==> src/rtl/mem_bist_ctrl.sv <==
// mem_bist_ctrl -- single-pass memory self-test sequencer.
//
// Writes an address-keyed pattern (address XOR SEED) to every word of the
// memory. It then reads every word back, compares each word with the pattern
// and reports the result.
//
// Ports:
//   clk             - single clock, rising edge
//   rst             - asynchronous, active-high reset
//   start           - test request, sampled only while idle
//   mem_write       - memory write strobe
//   mem_read        - memory read strobe
//   mem_addr        - memory word address (MSB always 0)
//   mem_wdata       - memory write data
//   mem_rdata       - memory read data, valid one cycle after the read strobe
//   busy            - high whenever a test is in progress
//   done            - one-cycle pulse at test completion
//   pass            - last completed test saw no mismatches
//   err_count       - mismatch count of the current or last test
//   first_fail_addr - address of the first mismatch (valid when err_count != 0)
module mem_bist_ctrl #(
    parameter int                    ADDR_WIDTH = 5,
    parameter int                    DATA_WIDTH = 8,
    parameter logic [DATA_WIDTH-1:0] SEED       = 8'hA5
) (
    input  logic                  clk,
    input  logic                  rst,
    input  logic                  start,
    output logic                  mem_write,
    output logic                  mem_read,
    output logic [ADDR_WIDTH:0]   mem_addr,
    output logic [DATA_WIDTH-1:0] mem_wdata,
    input  logic [DATA_WIDTH-1:0] mem_rdata,
    output logic                  busy,
    output logic                  done,
    output logic                  pass,
    output logic [ADDR_WIDTH:0]   err_count,
    output logic [ADDR_WIDTH-1:0] first_fail_addr
);

    typedef enum logic [2:0] {
        IDLE       = 3'd0,
        WRITE      = 3'd1,
        READ       = 3'd2,
        CHECK_LAST = 3'd3,
        DONE       = 3'd4
    } state_t;

    localparam logic [ADDR_WIDTH-1:0] ADDR_ZERO = ADDR_WIDTH'(0);
    localparam logic [ADDR_WIDTH-1:0] ADDR_ONE  = ADDR_WIDTH'(1);
    localparam logic [ADDR_WIDTH-1:0] ADDR_LAST = {ADDR_WIDTH{1'b1}};
    localparam logic [ADDR_WIDTH:0]   ERR_ZERO  = (ADDR_WIDTH + 1)'(0);
    localparam logic [ADDR_WIDTH:0]   ERR_ONE   = (ADDR_WIDTH + 1)'(1);

    // Test pattern for one word. The sized cast truncates a wide address or
    // zero-extends a narrow one to the data width.
    function automatic logic [DATA_WIDTH-1:0] pattern_of(input logic [ADDR_WIDTH-1:0] addr);
        return DATA_WIDTH'(addr) ^ SEED;
    endfunction

    state_t                  state_r;
    logic [ADDR_WIDTH-1:0]   cnt_r;
    logic [ADDR_WIDTH-1:0]   exp_addr_r;
    logic                    valid_r;
    logic [ADDR_WIDTH-1:0]   cnt_inc_s;
    logic                    mismatch_s;

    // Next address and read-data compare against the expected pattern.
    always_comb begin
        cnt_inc_s  = cnt_r + ADDR_ONE;
        mismatch_s = 1'b0;
        if (valid_r) begin
            mismatch_s = (mem_rdata != pattern_of(exp_addr_r));
        end else begin
            mismatch_s = 1'b0;
        end
    end

    // Sequencer FSM with registered memory strobes and status outputs.
    always_ff @(posedge clk or posedge rst) begin
        if (rst) begin
            state_r         <= IDLE;
            cnt_r           <= ADDR_ZERO;
            exp_addr_r      <= ADDR_ZERO;
            valid_r         <= 1'b0;
            mem_write       <= 1'b0;
            mem_read        <= 1'b0;
            mem_addr        <= ERR_ZERO;
            mem_wdata       <= DATA_WIDTH'(0);
            busy            <= 1'b0;
            done            <= 1'b0;
            pass            <= 1'b0;
            err_count       <= ERR_ZERO;
            first_fail_addr <= ADDR_ZERO;
        end else begin
            // The address on the bus this cycle is the one whose data the
            // memory returns next cycle, so capture it as the expected tag.
            exp_addr_r <= mem_addr[ADDR_WIDTH-1:0];
            valid_r    <= mem_read;
            done       <= 1'b0;

            if (mismatch_s) begin
                err_count <= err_count + ERR_ONE;
                if (err_count == ERR_ZERO) begin
                    first_fail_addr <= exp_addr_r;
                end
            end

            case (state_r)
                IDLE: begin
                    if (start) begin
                        state_r   <= WRITE;
                        cnt_r     <= ADDR_ZERO;
                        err_count <= ERR_ZERO;
                        pass      <= 1'b0;
                        busy      <= 1'b1;
                        mem_write <= 1'b1;
                        mem_read  <= 1'b0;
                        mem_addr  <= {1'b0, ADDR_ZERO};
                        mem_wdata <= pattern_of(ADDR_ZERO);
                    end
                end
                WRITE: begin
                    if (cnt_r == ADDR_LAST) begin
                        state_r   <= READ;
                        cnt_r     <= ADDR_ZERO;
                        mem_write <= 1'b0;
                        mem_read  <= 1'b1;
                        mem_addr  <= {1'b0, ADDR_ZERO};
                        mem_wdata <= DATA_WIDTH'(0);
                    end else begin
                        cnt_r     <= cnt_inc_s;
                        mem_addr  <= {1'b0, cnt_inc_s};
                        mem_wdata <= pattern_of(cnt_inc_s);
                    end
                end
                READ: begin
                    if (cnt_r == ADDR_LAST) begin
                        state_r  <= CHECK_LAST;
                        cnt_r    <= ADDR_ZERO;
                        mem_read <= 1'b0;
                        mem_addr <= {1'b0, ADDR_ZERO};
                    end else begin
                        cnt_r    <= cnt_inc_s;
                        mem_addr <= {1'b0, cnt_inc_s};
                    end
                end
                CHECK_LAST: begin
                    // Wait until the final read has been compared and counted,
                    // so that pass reflects every word.
                    if (!valid_r) begin
                        state_r <= DONE;
                        done    <= 1'b1;
                        pass    <= (err_count == ERR_ZERO);
                    end
                end
                DONE: begin
                    state_r <= IDLE;
                    busy    <= 1'b0;
                end
                default: begin
                    state_r   <= IDLE;
                    busy      <= 1'b0;
                    mem_write <= 1'b0;
                    mem_read  <= 1'b0;
                    mem_addr  <= ERR_ZERO;
                end
            endcase
        end
    end

endmodule

==> config.mk <==
export PLATFORM = sky130hd
export DESIGN_NAME = mem_bist_ctrl
export DESIGN_NICKNAME = d
export VERILOG_FILES = /design/src/rtl/mem_bist_ctrl.sv
export SDC_FILE = /design/constraint.sdc
export NUM_CORES = 1
export LEC_CHECK = 0
export ABC_AREA = 0
export CAP_MARGIN = 20
export CORE_ASPECT_RATIO = 1.4
export CORE_UTILIZATION = 40
export DETAILED_ROUTE_END_ITERATION = 7
export GPL_TIMING_DRIVEN = 1
export PLACE_DENSITY = 0.66
export SLEW_MARGIN = 20
export SYNTH_ARGS = -nofsm -noshare
export SYNTH_HDL_FRONTEND = slang
export SYNTH_SLANG_ARGS = --single-unit
==> constraint.sdc <==
create_clock -name clk -period 1.95 [get_ports clk]
set_clock_uncertainty 0.05 [all_clocks]
set_input_delay 0.4875 -clock clk [delete_from_list [all_inputs] [get_ports clk]]
set_output_delay 0.4875 -clock clk [all_outputs]
set_load 0.005 [all_outputs]
==> results.txt, run 1 <==
----------------------------------------------------
[Placement]
  Post-place setup slack ... -0.1927 ns
  Final GP Congestion ... 0.8127
  Number of cells in the design after placement ... 270
  Dpl hpwl ... 3.007 mm
  Port Buffer Count ... 38

[Worst setup path]
  Capturing element type of the critical path ... output pin
  Buffering stage count on the worst path with inverters included ... 2
  Cell at the slowest stage of the critical path ... clkdlybuf4s50_1
  Highest fanout seen on the critical path ... 4
  Max stage delay on crit path ... 0.50 ns
  Crit path max-delay family ... buffers and inverters
  Cells along the critical path ... buf_4 > clkdlybuf4s50_1
  Kind of critical path ... reg2out
  Critical path launch point type ... register
  CP Data Arrival Time ... 1.30 ns
  Worst EP required ... 1.41 ns

[Floorplanning]
  Top-Level Pins ... 41
  Area of the die ... 4919 um^2
  Vertical extent of the die ... 82.59 um
  Die W ... 59.56 um
  Core area ... 4344 um^2
  Standard-cell row count ... 28
  Initial cell density of the core ... 42.71%

[GRT]
  Antenna violations before repair ... 0
  Global Route Usage Sum ... 18.43%
  Overflow left after global routing ... 0
  Pin count of the biggest net entering global routing ... 42
  First-pass GRT wire length ... 6.658 mm
  Via count of the first global-routing pass ... 1427

[Detailed routing]
  Final routed wirelength across all metal layers ... 4.028 mm
  Detailed-route DRC error count ... 0
  Number of optimization iterations in the first detailed-route pass ... 4
  DRT antenna net count ... 0
  Average wire per standard cell ... 14.49 um
  Overall via count from detail_route ... 1449
  Number of DRC markers after the initial detailed-route iteration ... 32
  Via-per-instance ratio ... 5.212

[Synthesis]
  Register area share after synthesis ... 55.29%
  Post-synthesis average cell area ... 11.11 um^2
  Biggest area contributors in the synthesized netlist ... dfrtp_1 (55%), mux2_2 (3.6%), xnor2_1 (3.3%)
  Synth Instances ... 167
  Register bit total from synthesis ... 41
  Distinct cell type count after synthesis ... 38
  Cell accounting for the most synthesized area ... dfrtp_1
  Library cell with the highest instance count after synthesis ... dfrtp_1
  Area of the mapped netlist ... 1856 um^2
  Top cell type's share of synthesized area ... 55.29%
  Leading cell types by count after synthesis ... dfrtp_1 (41), nand2_1 (16), nor2_1 (13)
  Asr flop ratio synth ... 100.0%
  EDFF count, synth ... 0
  Yosys synthesis warning count ... 0
  Commonest register cell after synthesis ... dfrtp_1

[Power and ir drop]
  LEAKAGE ... 1.143 nW
  Total power draw ... 0.003703 W
  Areal power density over the cells ... 1473 nW/um^2
  Peak VDD IR ... 599.0 uV

[STA]
  Post-layout worst setup margin ... 0.1160 ns
  Crit path time final ... 1.834 ns
  Min Hold Slack ... 0.3633 ns
  Setup violations, final ... 0
  Count of final hold-check violations ... 0
  Unrepaired setup endpoints after global routing ... false
  Headroom to the max-slew limit ... 60.33%
  Number of slew-limit violations in the final report ... 0
  Worst Tran Pin Value ... 0.5889 ns
  Highest clock frequency the design can meet ... 0.5453 GHz
  Post-route clock period utilization ... 94.05%

[Cells and area]
  Share of cells above drive strength 1 ... 15.60%
  Finished Layout Cells ... 278
  Antenna cell count ... 0
  Area delta synth->final ... 35.54%
  Number of nets in the finished design ... 232
  Final cell utilization of the core ... 57.89%

[Worst hold path]
  Classification of the worst-slack hold path ... reg2reg

[Clock tree]
  H-tree level count ... 2
  Maximum buffer depth of the clock tree ... 2
  Worst-Skew Late Latency ... 0.29 ns
  Clock transition at the registers of the reported paths ... 0.08 ns
  Total setup buffers inserted after CTS ... 0
  Sink Count ... 41
  CTS buffer count ... 5
  CTS tree ... yes
  Clock tree root buffer cell ... clkbuf_8

[Outcome]
  Result of the run ... finished clean

[Job]
  Number of max-capacitance violations reported ... 0

----------------------------------------------------
[registers in the layout, summed over array words and instances, names as in the netlist, 3 cells and up]
register	cells
err_count	6
first_fail_addr	5
mem_addr	5
mem_wdata	6
state_r	3
cnt_r	5
exp_addr_r	5
[repair_timing]
action                     CTS  global route
hold buffers                 0             0
setup endpoints to repair    0             6
gates resized for setup      0             3
[where the power goes]
group	switching, W	leakage [nW]	internal (W)
combinational	0.000666	0.553	0.000819
clock	0.000291	0.0681	0.000508
sequential	0.000269	0.522	0.00115
total	0.00123	1.14	0.00248
[layout make-up]
cell class | count | area, um^2
Fill cell | 412 | 1829
Sequential cell | 41 | 1026
Multi-Input combinational cell | 115 | 785.8
Timing Repair Buffer | 49 | 475.5
Tap cell | 60 | 75.07
Clock buffer | 5 | 68.82
Clock inverter | 3 | 65.06
Inverter | 5 | 18.77
[through the flow]
step	setup TNS (ns)	area [um^2]
global placement	-1.149	2369
CTS	0	2502
detailed placement	-1.617	2369
floorplan	0	1859
finish	0	2515
global route	0	2515
[logic make-up (layout without fill, tap and decap cells)]
family / after synthesis / after routing / share of synthesized area [%]
adders and majority gates: 4 / 4 / 2.697
buffers and inverters: 12 / 62 / 3.236
xor gates and xnor gates: 12 / 12 / 5.664
other: 1 / 2 / 0.2021
muxes: 8 / 8 / 4.720
DFF: 41 / 41 / 55.29
AOI/OAI and AO/OA: 33 / 33 / 11.94
and+or+nand+nor: 56 / 56 / 16.25
[worst reg2reg max path: cells and delay by family, from the launching register on]
family          cells  cell delay [ns]
flops               1             0.41
compound gates      2             0.21
mux                 1             0.26
fa+ha+maj           2             0.53
simple gates        1             0.20
[layout by cell type (no fill, tap or decap), types with 5 or more instances in the layout]
master	n
dfrtp_1	41
a21oi_1	6
xor2_1	5
clkdlybuf4s50_1	38
buf_4	10
nor2_1	13
nand3_1	7
xnor2_1	7
inv_1	5
mux2_2	6
nand2_1	16
o21ai_0	11
clkbuf_8	5
[metal layers]
layer	track usage (%)	vias up	share of wire, %
li1	-	686	-
met2	32.81	52	52
met1	21.07	700	40
met5	0	-	0
met3	3.583	11	5.6
met4	8.372	0	2.5
[path summary, 6_finish.rpt]
kind	from	endpoint	slack [ns]	depth (start not counted)
setup / recovery	err_count[2]	err_count[2]	0.12	2
hold / removal	mem_addr[0]	exp_addr_r[0]	0.36	0
setup reg to reg	cnt_r[1]	mem_addr[4]	0.17	6
hold reg to reg	mem_addr[0]	exp_addr_r[0]	0.36	0
max in group asynchronous	rst	state_r[0]	1.16	3
min in group asynchronous	rst	first_fail_addr[3]	0.49	3
(Power assumes the default switching activity.)
==> inputs of run 2 (changes only) <==
- MAX_ROUTING_LAYER: not set -> met4
==> run 2 against run 1 <==
  * Power barely moved
  * Fmax about the same
  * First-iteration DRC count up 6.3%
  * Combinational power about the same
  * Cell area is the same
  * Routed wire length decreased by 0.35%
  * Sequential share of layout area is the same
  * Clock power is essentially flat
  * Worst setup slack worse by 0.00088 ns
  * Critical path type unchanged
==> results.txt, run 2 (same netlist as run 1, synthesis figures left out) <==
----------------------------------------------------
[Cells and area]
  Finished Cell Area ... 2515 um^2 (unchanged)
  Share of cells above drive strength 1 ... 15.60% (unchanged)
  FF+latch area ... 1026 um^2 (unchanged)
  Combined area of the multi-input logic cells ... 785.8 um^2 (unchanged)
  Filler cells ... 412 (unchanged)
  Area delta synth->final ... 35.54% (unchanged)
  Commonest cells after routing, fill and taps aside ... dfrtp_1 (41), clkdlybuf4s50_1 (38), nand2_1 (16)
  Commonest non-fill, non-tap cell in the layout ... dfrtp_1
  Largest regs ... err_count: 6 flops, mem_wdata: 6 flops
  Antenna cell count ... 0 (unchanged)
  Number of nets in the finished design ... 232 (unchanged)
  Finished Layout Cells ... 278 (unchanged)

[GRT]
  First-pass GRT wire length ... 6.651 mm (-0.11%)
  Overflow left after global routing ... 0 (unchanged)
  Antenna violations before repair ... 0 (unchanged)
  Global Route Usage Sum ... 18.92% (+0.49 points)
  Pin count of the biggest net entering global routing ... 42 (unchanged)
  Via count of the first global-routing pass ... 1430 (+0.21%)

[Floorplanning]
  Vertical extent of the die ... 82.59 um (unchanged)
  Top-Level Pins ... 41 (unchanged)
  Core area ... 4344 um^2 (unchanged)
  Standard-cell row count ... 28 (unchanged)
  Die W ... 59.56 um (unchanged)
  Area of the die ... 4919 um^2 (unchanged)
  Initial cell density of the core ... 42.71% (unchanged)

[Power and ir drop]
  Power share of the sequential group ... 38.3% (about the same)
  Comb pwr share ... 40.1% (about the same)
  Switching share of power ... 33.05% (-0.061 points)
  Net Switching ... 0.001223 W (-0.28%)
  Areal power density over the cells ... 1471 nW/um^2 (about the same)
  Internal power consumption ... 0.002477 W (about the same)
  Clock group share of total power ... 21.6% (about the same)
  LEAKAGE ... 1.143 nW (unchanged)
  Peak VDD IR ... 597.5 uV (-0.26%)
  Total power draw ... 0.003700 W (about the same)

[Clock tree]
  Total setup buffers inserted after CTS ... 0 (unchanged)
  Post-CTS Resized ... 0 (unchanged)
  H-tree level count ... 2 (unchanged)
  CTS tree ... yes
  Maximum buffer depth of the clock tree ... 2 (unchanged)
  Worst-Skew Late Latency ... 0.29 ns (about the same)
  CTS buffer count ... 5 (unchanged)
  Clock transition at the registers of the reported paths ... 0.08 ns (about the same)
  Sink Count ... 41 (unchanged)
  Hold-fix buffers at CTS ... 0 (unchanged)
  Clock tree root buffer cell ... clkbuf_8

[Worst setup path]
  Register-to-register path setup slack ... 0.17 ns (about the same)
  Critical path launch point type ... register
  Kind of critical path ... reg2out
  Capturing element type of the critical path ... output pin
  CP Data Arrival Time ... 1.30 ns (about the same)
  Timing endpoint of the critical path ... err_count[2]
  Worst EP required ... 1.41 ns (about the same)
  Depth of the worst register-to-register path ... 6 (unchanged)
  Highest fanout seen on the critical path ... 4 (unchanged)
  Crit path from ... err_count[2]
  Critical register-to-register path endpoint ... mem_addr[4]
  Source of the worst register-to-register timing path ... cnt_r[1]

[Detailed routing]
  Average wire per standard cell ... 14.44 um (-0.35%)
  DRT antenna net count ... 0 (unchanged)
  Number of optimization iterations in the first detailed-route pass ... 4 (unchanged)
  Via-per-instance ratio ... 5.212 (unchanged)
  Final routed wirelength across all metal layers ... 4.014 mm (-0.35%)
  Detailed-route DRC error count ... 0 (unchanged)
  Overall via count from detail_route ... 1449 (unchanged)
  Number of DRC markers after the initial detailed-route iteration ... 34 (+6.3%)

[STA]
  Highest clock frequency the design can meet ... 0.5450 GHz (about the same)
  Min Hold Slack ... 0.3628 ns (-0.0004280 ns)
  Setup violations, final ... 0 (unchanged)
  Number of slew-limit violations in the final report ... 0 (unchanged)
  Post-route clock period utilization ... 94.09% (about the same)
  Worst Tran Pin Value ... 0.5912 ns (+0.002353 ns)
  Headroom to the max-slew limit ... 60.17% (-0.16 points)
  Count of final hold-check violations ... 0 (unchanged)
  Unrepaired setup endpoints after global routing ... false
  Crit path time final ... 1.835 ns (+0.0008820 ns)

[Outcome]
  Result of the run ... finished clean

[Worst hold path]
  Classification of the worst-slack hold path ... reg2reg

[Job]
  Number of max-capacitance violations reported ... 0 (unchanged)

[Placement]
  Cell area after placement ... 2369 um^2 (unchanged)
  Port Buffer Count ... 38 (unchanged)
  Number of cells in the design after placement ... 270 (unchanged)
  Dpl hpwl ... 3.007 mm (unchanged)
  Final GP Congestion ... 0.8247 (+1.5%)

----------------------------------------------------
==> run 2: cell counts in the layout (fill, tap and decap cells not counted) <==
Identical to the previous run, type by type.
==> run 2: worst min-delay path by stage <==
stage                     start       endpoint  slack (ns)  cells past startpoint
detailed placement  mem_addr[2]  exp_addr_r[2]        0.35                      0
finish              mem_addr[0]  exp_addr_r[0]        0.36                      0
floorplan              mem_read        valid_r        0.34                      0
global placement    mem_addr[0]  exp_addr_r[0]        0.34                      0
CTS                 mem_addr[0]  exp_addr_r[0]        0.36                      0
global route        mem_addr[0]  exp_addr_r[0]        0.37                      0
==> run 2: through the flow <==
| step | util [%] | setup WS, ns | setup TNS [ns] |
|---|---|---|---|
| after floorplan | - | 0.1926 | 0 |
| after global placement | 54.52 | -0.1346 | -1.149 |
| after detailed placement | 54.52 | -0.1927 | -1.617 |
| after CTS | 57.60 | 0.06094 | 0 |
| after global routing | 57.89 | 0.01053 | 0 |
| final | 57.89 | 0.1152 | 0 |
==> run 2: layout make-up <==
cell class / instances / share of cell area [%]
Clock buffer: 5 / 2.736
Clock inverter: 3 / 2.587
Inverter: 5 / 0.7463
Multi-Input combinational cell: 115 / 31.24
Sequential cell: 41 / 40.80
Tap cell: 60 / 2.985
Timing Repair Buffer: 49 / 18.91
==> run 2: critical path, cell delays in order, from the launching register on <==
cell	delay, ns
dfrtp_1	0.36
buf_4	0.14
clkdlybuf4s50_1	0.50
==> run 2: per-layer routing <==
metal,up-vias,track usage (%),share of wire (%)
met5,-,-,0
met4,0,8.372,2.5
met3,11,3.427,5.8
met2,52,32.81,52
met1,701,21.07,40
li1,685,-,-
==> run 2: power groups by stage <==
stage / clock network [W] / registers (W) / logic (W)
2_1_floorplan: 0 / 0.00137 / 0.000838
3_3_place_gp: 0 / 0.00142 / 0.00143
3_5_place_dp: 0 / 0.00144 / 0.00147
4_1_cts: 0.000818 / 0.00142 / 0.00148
5_1_grt: 0.000846 / 0.00147 / 0.00166
6_report: 0.000798 / 0.00142 / 0.00148
